`src/rtl/syn_upcounter_4bit_pkg.sv`:
```
`default_nettype none
// ============================================================================
// Module   : syn_upcounter_4bit_pkg
// Brief    : Shared widths and control-priority encoding for the 4-bit counters
// Revision : 1.0 - initial release
// ============================================================================
package syn_upcounter_4bit_pkg;

    localparam int CNT_W   = 4;
    localparam int MOD_MAX = 16;

    typedef enum logic [2:0] {
        CTL_CLEAR  = 3'd0,
        CTL_PRESET = 3'd1,
        CTL_LOAD   = 3'd2,
        CTL_COUNT  = 3'd3,
        CTL_HOLD   = 3'd4
    } ctl_e;

    // Resolves the per-edge action: clear > preset > load > count > hold.
    function automatic ctl_e ctl_decode(
        input logic clr_bar,
        input logic pre_bar,
        input logic load,
        input logic cnt_en
    );
        ctl_e v_ctl;
        v_ctl = CTL_HOLD;
        if (!clr_bar)
            v_ctl = CTL_CLEAR;
        else if (!pre_bar)
            v_ctl = CTL_PRESET;
        else if (load)
            v_ctl = CTL_LOAD;
        else if (cnt_en)
            v_ctl = CTL_COUNT;
        return v_ctl;
    endfunction

endpackage
`default_nettype wire

```
`src/rtl/syn_upcounter_4bit_jkff_sync.sv`:
```
`default_nettype none
// ============================================================================
// Module   : jkff_sync
// Brief    : JK flip-flop with synchronous active-low clear and preset
// Revision : 1.0 - initial release
// ============================================================================
module jkff_sync (
    input  logic clk,
    input  logic clr_bar,
    input  logic pre_bar,
    input  logic J,
    input  logic K,
    output logic Q,
    output logic Q_bar
);

    logic r_q;

    always_ff @(posedge clk) begin
        if (!clr_bar) begin
            r_q <= 1'b0;
        end else if (!pre_bar) begin
            r_q <= 1'b1;
        end else begin
            case ({J, K})
                2'b01:   r_q <= 1'b0;
                2'b10:   r_q <= 1'b1;
                2'b11:   r_q <= ~r_q;
                default: r_q <= r_q;
            endcase
        end
    end

    assign Q     = r_q;
    assign Q_bar = ~r_q;

endmodule
`default_nettype wire

```
`src/rtl/syn_upcounter_4bit.sv`:
```
`default_nettype none
// ============================================================================
// Module   : syn_upcounter_4bit
// Brief    : Cascadable synchronous 4-bit up counter built from JK cells,
//            with preset, parallel load and programmable modulus (2..16)
// Revision : 1.0 - initial release
// ============================================================================
module syn_upcounter_4bit
    import syn_upcounter_4bit_pkg::*;
#(
    parameter int MODULUS = 16
) (
    input  logic clk,
    input  logic clr_bar,
    input  logic pre_bar,
    input  logic load,
    input  logic cnt_en,
    input  logic D0,
    input  logic D1,
    input  logic D2,
    input  logic D3,
    output logic Q0,
    output logic Q1,
    output logic Q2,
    output logic Q3,
    output logic Q0_bar,
    output logic Q1_bar,
    output logic Q2_bar,
    output logic Q3_bar,
    output logic tc,
    output logic rco
);

    localparam logic [CNT_W-1:0] c_term       = CNT_W'(MODULUS - 1);
    localparam logic [CNT_W:0]   c_modulus    = (CNT_W + 1)'(MODULUS);
    localparam logic             c_force_wrap = (MODULUS < MOD_MAX);

    logic [CNT_W-1:0] w_q;
    logic [CNT_W-1:0] w_q_bar;
    logic [CNT_W-1:0] w_d;
    logic [CNT_W-1:0] w_load_tgt;
    logic [CNT_W-1:0] w_j;
    logic [CNT_W-1:0] w_k;
    logic [CNT_W-1:0] w_carry;
    logic [CNT_W-1:0] w_cell_clr_bar;
    logic             w_tc;
    ctl_e             w_ctl;

    assign w_d        = {D3, D2, D1, D0};
    assign w_load_tgt = ({1'b0, w_d} < c_modulus) ? w_d : '0;
    assign w_tc       = (w_q == c_term);

    // Up-count toggle chain: bit i toggles when enabled and all lower bits are 1.
    assign w_carry[0] = cnt_en;
    generate
        for (genvar i = 1; i < CNT_W; i++) begin : g_chain
            assign w_carry[i] = w_carry[i-1] & w_q[i-1];
        end
    endgenerate

    always_comb begin
        w_j   = '0;
        w_k   = '0;
        w_ctl = ctl_decode(clr_bar, pre_bar, load, cnt_en);
        case (w_ctl)
            CTL_LOAD: begin
                w_j = w_load_tgt;
                w_k = ~w_load_tgt;
            end
            CTL_COUNT: begin
                if (c_force_wrap && w_tc) begin
                    w_k = '1;
                end else begin
                    w_j = w_carry;
                    w_k = w_carry;
                end
            end
            default: begin
                w_j = '0;
                w_k = '0;
            end
        endcase
    end

    // Preset lands on MODULUS-1: bits that are 0 in that code are cleared instead.
    generate
        for (genvar i = 0; i < CNT_W; i++) begin : g_bits
            assign w_cell_clr_bar[i] = clr_bar & (pre_bar | c_term[i]);

            jkff_sync u_jkff (
                .clk     (clk),
                .clr_bar (w_cell_clr_bar[i]),
                .pre_bar (pre_bar),
                .J       (w_j[i]),
                .K       (w_k[i]),
                .Q       (w_q[i]),
                .Q_bar   (w_q_bar[i])
            );
        end
    endgenerate

    assign Q0     = w_q[0];
    assign Q1     = w_q[1];
    assign Q2     = w_q[2];
    assign Q3     = w_q[3];
    assign Q0_bar = w_q_bar[0];
    assign Q1_bar = w_q_bar[1];
    assign Q2_bar = w_q_bar[2];
    assign Q3_bar = w_q_bar[3];
    assign tc     = w_tc;
    assign rco    = w_tc & cnt_en;

endmodule
`default_nettype wire

```
`config.mk`:
```
export PLATFORM = sky130hd
export DESIGN_NAME = syn_upcounter_4bit
export DESIGN_NICKNAME = d
export VERILOG_FILES = /design/src/rtl/syn_upcounter_4bit_pkg.sv /design/src/rtl/syn_upcounter_4bit_jkff_sync.sv /design/src/rtl/syn_upcounter_4bit.sv
export SDC_FILE = /design/constraint.sdc
export NUM_CORES = 1
export LEC_CHECK = 0
export CORE_AREA = 2 2 39 41
export CTS_BUF_LIST = sky130_fd_sc_hd__clkbuf_4 sky130_fd_sc_hd__clkbuf_8 sky130_fd_sc_hd__clkbuf_16
export DETAILED_ROUTE_END_ITERATION = 7
export DIE_AREA = 0 0 41 43
export MAX_ROUTING_LAYER = met4
export PLACE_DENSITY_LB_ADDON = 0.05
export SYNTH_ARGS = -nofsm -noshare
export SYNTH_HDL_FRONTEND = slang
export SYNTH_SLANG_ARGS = --single-unit
```
`constraint.sdc`:
```
create_clock -name clk -period 2.7 [get_ports clk]
set_input_delay 0.27 -clock clk [delete_from_list [all_inputs] [get_ports clk]]
set_output_delay 0.27 -clock clk [all_outputs]
set_load 0.005 [all_outputs]
```
==> results of run 1 <==
[cell families after synthesis]
| group | share of synthesized area (%) |
|---|---|
| adder cells (fa/ha/maj) | 22.1 |
| AO/OA/AOI/OAI | 29.0 |
| AND/OR/NAND/NOR | 25.1 |
| buffers and inverters | 6.08 |
| flip-flops | 17.7 |
[worst min-delay path, stage by stage, from the launching register on]
cell and delay [ps]:
dfxtp_1 370, o21ai_0 100, a31oi_1 80
[power groups by stage]
stage / Sequential, mW / Clock, mW / Combinational (mW)
floorplan: 0.0710 / 0 / 0.0360
global route: 0.0719 / 0.0841 / 0.0846
detailed placement: 0.0719 / 0 / 0.0762
global placement: 0.0720 / 0 / 0.0760
finish: 0.0709 / 0.0760 / 0.0758
CTS: 0.0711 / 0.0801 / 0.0764
[area by class of cell]
cell class	count	area, um^2	area share, %
Sequential cell	4	80.1	11.9
Multi-Input combinational cell	51	345	51.2
Timing Repair Buffer	19	188	27.8
Tap cell	16	20.0	2.97
Clock buffer	3	22.5	3.34
Inverter	5	18.8	2.78
[synthesized netlist by cell type, drive strengths merged (2+ instances only)]
| cell | n | area, um^2 |
|---|---|---|
| o22ai | 3 | 18.8 |
| nand2 | 8 | 30.0 |
| a21o | 3 | 22.5 |
| dfxtp | 4 | 80.1 |
| a21oi | 8 | 40.0 |
| nor2 | 5 | 18.8 |
| a31oi | 4 | 25.0 |
| inv | 5 | 18.8 |
| nand2b | 3 | 18.8 |
| o21ai | 2 | 10.0 |
| ha | 8 | 100 |
[final timing paths]
| check | startpoint | to | slack, ps | cells past startpoint |
|---|---|---|---|---|
| max | g_bits[0].u_jkff.Q$_SDFFE_PN0P_ | rco | 730 | 4 |
| min | g_bits[0].u_jkff.Q$_SDFFE_PN0P_ | g_bits[0].u_jkff.Q$_SDFFE_PN0P_ | 600 | 2 |
| max reg2reg | g_bits[0].u_jkff.Q$_SDFFE_PN0P_ | g_bits[3].u_jkff.Q$_SDFFE_PN0P_ | 1170 | 6 |
| min reg2reg | g_bits[0].u_jkff.Q$_SDFFE_PN0P_ | g_bits[0].u_jkff.Q$_SDFFE_PN0P_ | 600 | 2 |
[layer usage]
metal	vias to the layer above	routed length, um	global-route usage, %
met4	0	0	8.00
met3	0	57	3.14
met2	12	466	21.3
met5	-	0	-
met1	205	557	21.0
li1	263	-	-
==> summary.md, run 1 <==
| Metric | Value |
|---|---|
| Layout cells sized above 1 | 8.54% |
| Crit path required time | 2430 ps |
| Most frequent cells in the layout | clkdlybuf4s50_1 (18), nand2_1 (8), a21oi_1 (8), ha_1 (8), nor2_1 (5) |
| Clock share of power | 34.1% |
| Final total power | 0.223 mW |
| H-tree depth | 1 |
| Final net count | 101 |
| DRC Markers | 0 |
| Num CTS Buffers | 3 |
| CTS tree | built |
| Detail Route Antenna Nets | 0 |
| Rel. slew slack | 76.7% |
| Synth Register Bits | 4 |
| Min Tclk post-route | 1970 ps |
| Final setup vio count | 0 |
| Hold Path Class | reg2reg |
| Antenna violations before repair | 0 |
| Fin Setup TNS | 0 ps |
| Clk sinks | 4 |
| Area growth, synth to finish | 48.9% |
| Post-synth net total | 79 |
| Sw Pwr | 0.0659 mW |
| Max Slew Vio Count | 0 |
| PnR worst setup slack | 732 ps |
| Non-filler cells, final | 98 |
| Delay-heaviest family, CP | buffers and inverters |
| Hold bufs inserted after CTS | 0 |
| Worst vdd ir | 120 uV |
| WP buf/inv | 2 |
| CP startpoint kind | flip-flop |
| Worst Skew | 1.45 ps |
| Initial DRC count | 6 |
| Final period utilization | 72.9% |
| Post-Syn Area | 453 um^2 |
| Drt pass-1 iters | 3 |
| Vias in the first global route | 440 |
| CTS resizes | 0 |
| Inserted Diodes | 0 |
| Filler Cell Count | 148 |
| Vias | 480 |
| Placed inst area | 652 um^2 |
| Final hold slack | 597 ps |
| Comb power frac | 34.0% |
| Commonest non-fill, non-tap cell in the layout | clkdlybuf4s50_1 |
| Remaining Overflow, GRT | 0 |
| Routed wire length | 1080 um |
| Power Dens Cells | 330 nW/um^2 |
| Root Buffer | clkbuf_4 |
| RSZ-0062 raised after global routing | false |
| Syn Area/Cell | 7.31 um^2 |
| Fin area | 674 um^2 |
| CP max stage cell | clkdlybuf4s50_1 |
| Switching part of the total power | 29.6% |
| EDFF count, synth | 0 |
| Largest net degree at the start of global routing | 12 |
| Post-DP HPWL | 862 um |
| Core Box Area | 1380 um^2 |
| Post-synthesis sequential area ratio | 17.7% |
| Crit-path max cell delay | 500 ps |
| Int Power | 0.157 mW |
| Site row count | 14 |
| Post-synthesis cell count | 62 |
| CP arrival | 1700 ps |
| PortBufs | 18 |
| Sequential Power Share | 31.8% |
| Postcts setup bufs | 0 |
| DP Worst Slack | 598 ps |
| Via/cell ratio | 4.90 |
| Total Routing Usage GR | 15.6% |
| Post-synth top flop | dfxtp_1 |
| Initial Util | 32.7% |
| Post-synth ARST share | 0% |
| Worst-path clk slew | 40 ps |
| Clock Path Buffers | 2 |
| Max-cap viol count | 0 |
| Worst setup EP type | primary output |
| Crit path cell chain | inv_2, nor4_4, and2_1, clkdlybuf4s50_1 |
| Tightest Pin Transition | 349 ps |
| Die height | 43 um |
| Wire length of the first global-routing pass | 1820 um |
| Routability congestion estimate | 0.788 |
| P_leak | 0.278 nW |
| WL/cell | 11.0 um |
| Achievable Freq | 0.508 GHz |
| Total die area | 1760 um^2 |
| Post-placement cell count | 95 |
| Netlist cell types | 21 |
| Skew-Pair Late Insertion Delay | 230 ps |
| Fin. Hold Viols | 0 |
| Largest register FFs | 4 |
| Yosys synthesis warning count | 0 |
| IO Count | 19 |
| Critical path peak fanout | 6 |
| Fin util | 48.7% |
| Status | complete, no violations |
| Crit Path Class | reg2out |
| Chip width | 41 um |
Note: power is estimated with default switching activity, not from simulation.
==> run 2, diff against run 1 <==
clock period = 1.65 ns   (was 2.7 ns; I/O delays follow)
==> run 2 against run 1 <==
Compared with the run above: combinational power increased by 90%; flip-flop and latch count unchanged; critical path depth increased by 4; clock skew increased by 2.4 ps; clock-buffer cell count unchanged; clock power increased by 63%; power increased by 71%; sequential power increased by 59%; setup slack got worse by 680 ps; critical endpoint is now g_bits[3].u_jkff.Q$_SDFFE_PN0P_; largest power group is now combinational cells.
==> summary.md, run 2 (synthesis results as in run 1) <==
| Metric | Value |
|---|---|
| Antenna violations before repair | 0 (unchanged) |
| Die height | 43 um (unchanged) |
| CP startpoint kind | input pin |
| Via/cell ratio | 5.08 (+3.8%) |
| Final total power | 0.381 mW (+71%) |
| Hold Path Class | reg2reg |
| IO Count | 19 (unchanged) |
| Fin. Hold Viols | 0 (unchanged) |
| Vias | 539 (+12%) |
| Clock Path Buffers | 2 (unchanged) |
| Final period utilization | 97.1% |
| H-tree depth | 1 (unchanged) |
| Detail Route Antenna Nets | 0 (unchanged) |
| Site row count | 14 (unchanged) |
| Worst-path clk slew | 40 ps (about the same) |
| Most frequent cells in the layout | clkdlybuf4s50_1 (16), buf_4 (9), nand2_1 (8), ha_1 (8), a21oi_1 (6) |
| Critical path peak fanout | 4 (-2) |
| Hold path endpoint | g_bits[3].u_jkff.Q$_SDFFE_PN0P_ |
| Remaining Overflow, GRT | 0 (unchanged) |
| RSZ-0062 raised after global routing | true |
| DP Worst Slack | -229 ps (-827 ps) |
| Worst setup EP type | flip-flop |
| WL/cell | 11.1 um (+0.24%) |
| FF-to-FF setup slack | 160 ps (-1010 ps) |
| Clk sinks | 4 (unchanged) |
| Num CTS Buffers | 3 (unchanged) |
| Root Buffer | clkbuf_4 |
| Final setup vio count | 0 (unchanged) |
| Placed inst area | 712 um^2 (+9.2%) |
| CP arrival | 1770 ps (+70 ps) |
| Crit path required time | 1810 ps (-620 ps) |
| Hold path depth | 3 (+1) |
| P_leak | 0.341 nW (+23%) |
| Power Dens Cells | 511 nW/um^2 (+55%) |
| PnR worst setup slack | 47.4 ps (-684 ps) |
| Chip width | 41 um (unchanged) |
| Reg2reg end | g_bits[3].u_jkff.Q$_SDFFE_PN0P_ |
| DRC Markers | 0 (unchanged) |
| Worst Skew | 3.83 ps (+2.38 ps) |
| Initial DRC count | 10 (+4) |
| Fin util | 53.9% (+5.2 points) |
| Skew-Pair Late Insertion Delay | 240 ps (about the same) |
| Worst r2r path cells | 7 (+1) |
| Largest register FFs | 4 (unchanged) |
| Max-cap viol count | 0 (unchanged) |
| Worst vdd ir | 397 uV (+230%) |
| Total Routing Usage GR | 14.5% (-1.1 points) |
| Achievable Freq | 0.624 GHz |
| Inserted Diodes | 0 (unchanged) |
| Rel. slew slack | 85.7% (+9.1 points) |
| Min Tclk post-route | 1600 ps |
| Core Box Area | 1380 um^2 (unchanged) |
| Commonest non-fill, non-tap cell in the layout | clkdlybuf4s50_1 |
| Fin area | 746 um^2 (+11%) |
| Layout cells sized above 1 | 22.2% (+14 points) |
| Wire length of the first global-routing pass | 1670 um (-8.3%) |
| Crit path from | load |
| R2R Path Start | g_bits[0].u_jkff.Q$_SDFFE_PN0P_ |
| Post-DP HPWL | 933 um (+8.2%) |
| Tightest Pin Transition | 213 ps (-137 ps) |
| Routed wire length | 1170 um (+8.4%) |
| CTS tree | built |
| Max Slew Vio Count | 0 (unchanged) |
| Final net count | 109 (+7.9%) |
| Worst hold start | g_bits[3].u_jkff.Q$_SDFFE_PN0P_ |
| PortBufs | 18 (unchanged) |
| Hold bufs inserted after CTS | 0 (unchanged) |
| Postcts setup bufs | 0 (unchanged) |
| Initial Util | 32.7% (unchanged) |
| Routability congestion estimate | 0.749 (-4.9%) |
| Total die area | 1760 um^2 (unchanged) |
| Drt pass-1 iters | 3 (unchanged) |
| Largest net degree at the start of global routing | 11 (-1) |
| Area growth, synth to finish | 64.6% |
| Status | complete, no violations |
| Vias in the first global route | 407 (-7.5%) |
| Crit Path Class | in2reg |
==> run 2: cell types whose count changed in the layout (fill, tap and decap cells not counted), moves of 2 or more <==
cell and delta:
a21oi_1 -2, clkdlybuf4s50_1 -2, a21oi_2 +2, buf_4 +8
==> run 2: layout make-up <==
class	instances	area [um^2]
well taps	16	20.0
multi-input cells	51	354
clock buffers	3	22.5
repair buffers	27	249
flip-flops and latches	4	81.3
inverters	5	18.8
fillers	153	638
==> run 2: per-stage QoR <==
stage,hold WS (ps),setup TNS (ps),cells
2_1_floorplan,268,0,62
3_3_place_gp,558,-548,103
3_5_place_dp,568,-636,103
4_1_cts,571,0,106
5_1_grt,591,-36.0,106
6_report,565,0,106
==> run 2: worst max path at each step <==
stage                                                 end  depth (start not counted)
final                     g_bits[3].u_jkff.Q$_SDFFE_PN0P_                          8
after global routing      g_bits[3].u_jkff.Q$_SDFFE_PN0P_                          8
after CTS                 g_bits[3].u_jkff.Q$_SDFFE_PN0P_                          8
after detailed placement  g_bits[3].u_jkff.Q$_SDFFE_PN0P_                          8
after global placement    g_bits[3].u_jkff.Q$_SDFFE_PN0P_                          8
after floorplan           g_bits[3].u_jkff.Q$_SDFFE_PN0P_                          6
==> run 2: worst max-delay path: stages <==
cell	delay (ps)
clkdlybuf4s50_1	410
and2b_2	250
nand4_1	150
a21oi_2	210
ha_1	260
nor2_1	110
o22ai_1	70
a31oi_1	150
==> run 2: power by group <==
group / internal, mW / switching [mW] / total [mW] / leakage [nW]
registers: 0.106 / 0.00692 / 0.113 / 0.0337
logic: 0.0820 / 0.0616 / 0.144 / 0.294
clock network: 0.0816 / 0.0428 / 0.124 / 0.0138
==> run 2: what timing repair did <==
action | in CTS | in global routing
gates resized for setup | 3 | 4
endpoints found under the setup margin | 1 | 4
endpoints found under the hold margin | 0 | 0
pin swaps | 2 | 2
==> run 2: per-layer routing <==
layer  up-vias  part of all wire, %  global-route usage [%]
met2        14                   48                    21.9
met4         0                    0                    4.00
li1        282                    -                       -
met1       243                   46                    17.0
met3         0                  6.2                    6.28
met5         -                    0                       -
==> run 3, diff against run 2 <==
ABC_AREA = 1   (was unset)
CORE_AREA = unset   (was 2 2 39 41)
CORE_MARGIN = 5   (was unset)
CORE_UTILIZATION = 38   (was unset)
DIE_AREA = unset   (was 0 0 41 43)
==> run 3 against run 2 <==
Compared with the run above: clock skew down 3.1 ps; wire length up 32%; via count up 22%; critical endpoint is now g_bits[1].u_jkff.Q$_SDFFE_PN0P_; largest cell class unchanged.
==> summary.md, run 3 <==
| Metric | Value |
|---|---|
| Hold path endpoint | g_bits[2].u_jkff.Q$_SDFFE_PN0P_ |
| XOR/XNOR share of the synthesized area | 0% (unchanged) |
| Fin. Hold Viols | 0 (unchanged) |
| Crit path required time | 1770 ps (-40 ps) |
| Fin util | 68.4% (+14 points) |
| Area growth, synth to finish | 68.9% |
| DRC Markers | 0 (unchanged) |
| Post-synth net total | 104 (+32%) |
| Core Box Area | 1300 um^2 (-6.0%) |
| Post-synth ARST share | 0% (unchanged) |
| Post-Syn Area | 527 um^2 (+16%) |
| Top post-synthesis cells by count | nand2_1 (20), inv_1 (19), nor2_1 (10) |
| Vias | 660 (+22%) |
| Largest net degree at the start of global routing | 10 (-1) |
| Root Buffer | clkbuf_4 |
| CP arrival | 1640 ps (-130 ps) |
| Reg2reg end | g_bits[2].u_jkff.Q$_SDFFE_PN0P_ |
| Min Tclk post-route | 1520 ps (-84.4 ps) |
| PortBufs | 18 (unchanged) |
| Post-synthesis mux area share | 0% (unchanged) |
| Worst r2r path cells | 9 (+2) |
| Largest register FFs | 4 (unchanged) |
| Routability congestion estimate | 0.755 (+0.83%) |
| Max Slew Vio Count | 0 (unchanged) |
| Commonest non-fill, non-tap cell in the layout | nand2_1 |
| Max-cap viol count | 0 (unchanged) |
| Detail Route Antenna Nets | 0 (unchanged) |
| Power Dens Cells | 433 nW/um^2 (-15%) |
| Clock Path Buffers | 2 (unchanged) |
| Total die area | 2230 um^2 (+27%) |
| Final total power | 0.385 mW (+1.1%) |
| Site row count | 13 (-1) |
| R2R Path Start | g_bits[1].u_jkff.Q$_SDFFE_PN0P_ |
| Antenna violations before repair | 0 (unchanged) |
| IO Count | 19 (unchanged) |
| Netlist cell types | 15 (-29%) |
| Vias in the first global route | 640 (+57%) |
| WL/cell | 11.2 um (+1.3%) |
| Yosys synthesis warning count | 0 (unchanged) |
| Worst vdd ir | 372 uV (-6.5%) |
| Final setup vio count | 0 (unchanged) |
| Yosys top cell by area | ha_1 |
| Achievable Freq | 0.659 GHz (+5.6%) |
| Fin area | 890 um^2 (+19%) |
| Crit path from | load |
| Skew-Pair Late Insertion Delay | 240 ps (about the same) |
| Wire length of the first global-routing pass | 2500 um (+50%) |
| Routed wire length | 1550 um (+32%) |
| Rel. slew slack | 85.7% (about the same) |
| Status | complete, no violations |
| Tightest Pin Transition | 214 ps (+1.12 ps) |
| Inserted Diodes | 0 (unchanged) |
| Grt met2 use | 26.2% (+4.3 points) |
| Grt met1 use | 18.9% (+1.9 points) |
| Synth top area share | 19.0% (-3.1 points) |
| Hold path depth | 4 (+1) |
| Final period utilization | 92.0% (-5.1 points) |
| Post-DP HPWL | 1210 um (+29%) |
| Adder-Cell Fraction of Synth Area | 19.0% (-3.1 points) |
| Worst hold start | clr_bar |
| P_leak | 0.488 nW (+43%) |
| Critical path peak fanout | 6 (+2) |
| Worst Skew | 0.744 ps (-3.09 ps) |
| Hold bufs inserted after CTS | 0 (unchanged) |
| Crit Path Class | in2reg |
| Placed inst area | 816 um^2 (+15%) |
| CTS tree | built |
| Layout cells sized above 1 | 24.4% (+2.2 points) |
| Simple-gate share of the synthesized area | 39.0% (+14 points) |
| Initial Util | 40.5% (+7.8 points) |
| Synth Area in Compound Gates | 11.2% (-18 points) |
| Final net count | 142 (+30%) |
| Synth area leaders | ha_1 (19%), dfxtp_1 (15%), nand2_1 (14%), inv_1 (14%), nor2_1 (7.1%) |
| Initial DRC count | 5 (-5) |
| Via/cell ratio | 4.78 (-5.9%) |
| Num CTS Buffers | 3 (unchanged) |
| H-tree depth | 1 (unchanged) |
| EDFF count, synth | 0 (unchanged) |
| Clk sinks | 4 (unchanged) |
| Remaining Overflow, GRT | 0 (unchanged) |
| Worst-path clk slew | 40 ps (about the same) |
| Most frequent cells in the layout | nand2_1 (20), inv_1 (19), buf_4 (16) |
| Post-synth top flop | dfxtp_1 |
| Synth Register Bits | 4 (unchanged) |
| Chip width | 47.2 um (+15%) |
| CP startpoint kind | input pin |
| RSZ-0062 raised after global routing | false |
| Largest family of logic cells by synthesized area | simple AND/OR/NAND/NOR gates |
| Post-synthesis cell count | 87 (+40%) |
| Gr busiest metal | met2 |
| FF-to-FF setup slack | 290 ps (+130 ps) |
| Post-synthesis sequential area ratio | 15.2% (-2.5 points) |
| Worst setup EP type | flip-flop |
| Hold Path Class | in2reg |
| Total Routing Usage GR | 15.8% (+1.3 points) |
| Syn Area/Cell | 6.05 um^2 (-17%) |
| Die height | 47.2 um (+9.8%) |
| Drt pass-1 iters | 4 (+1) |
| Most common cell in the netlist | nand2_1 |
| GR Layer Usage met3 | 3.07% (-3.2 points) |
==> run 3: cell types whose count changed after synthesis, sizes merged, moves of 3 or more <==
| cell | change |
|---|---|
| o21ai | +3 |
| a31oi | -4 |
| inv | +15 |
| a21o | -3 |
| nand2b | -3 |
| nand4 | +4 |
| nand2 | +12 |
| nand3 | +5 |
| o22ai | -3 |
| nor2 | +5 |
==> run 3: worst max-delay path: stages <==
cell	delay [ps]
clkdlybuf4s50_1	510
nand3_2	130
buf_4	160
o21ai_0	160
ha_1	250
inv_1	70
nand3_1	70
nand2_1	70
a21oi_1	50
==> run 3: through the flow <==
step	hold slack, ps	setup TNS [ps]	setup WS [ps]	instances
6_report	447	0	132	138
5_1_grt	480	0	7.34	138
4_1_cts	517	0	2.08	136
3_5_place_dp	528	-690	-191	132
3_3_place_gp	520	-590	-183	132
2_1_floorplan	336	0	299	87
==> run 3: how the worst max path moves through the flow <==
stage | to | slack, ps | cells after the start
floorplan | g_bits[3].u_jkff.Q$_SDFFE_PN0P_ | 300 | 9
global placement | g_bits[2].u_jkff.Q$_SDFFE_PN0P_ | -180 | 9
detailed placement | g_bits[2].u_jkff.Q$_SDFFE_PN0P_ | -190 | 9
CTS | tc | 2 | 4
global route | g_bits[3].u_jkff.Q$_SDFFE_PN0P_ | 7 | 9
finish | g_bits[1].u_jkff.Q$_SDFFE_PN0P_ | 130 | 9
==> run 3: what timing repair did <==
action                     in CTS  in global routing
setup buffers                   1                  2
resized for setup               4                 11
pin swaps                       1                  3
gates cloned                    0                  0
setup endpoints to repair       1                  5
==> run 3: logic make-up after synthesis <==
| family | Yosys count |
|---|---|
| flops | 4 |
| fa+ha+maj | 8 |
| compound gates | 11 |
| buf+inv | 21 |
| simple gates | 43 |
==> run 3: final cells by class <==
cell class                 count  area (um^2)
fill                         117          412
inverter                      20         75.1
sequential                     4         87.6
clock buffer                   3         22.5
multi-input combinational     62          377
tap                           15         18.8
timing repair buffer          34          309
==> run 3: where the power goes <==
part | switching [mW] | internal [mW]
registers | 0.00746 | 0.105
logic | 0.0638 | 0.0774
clock network | 0.0492 | 0.0820
==> run 3: layer usage <==
metal  wire length [um]  part of all wire (%)  up-vias
met5                  0                     0        -
met4                  8                  0.52        0
met3                 80                   5.2        2
met2                784                    51       18
met1                671                    43      291
li1                   -                     -      349
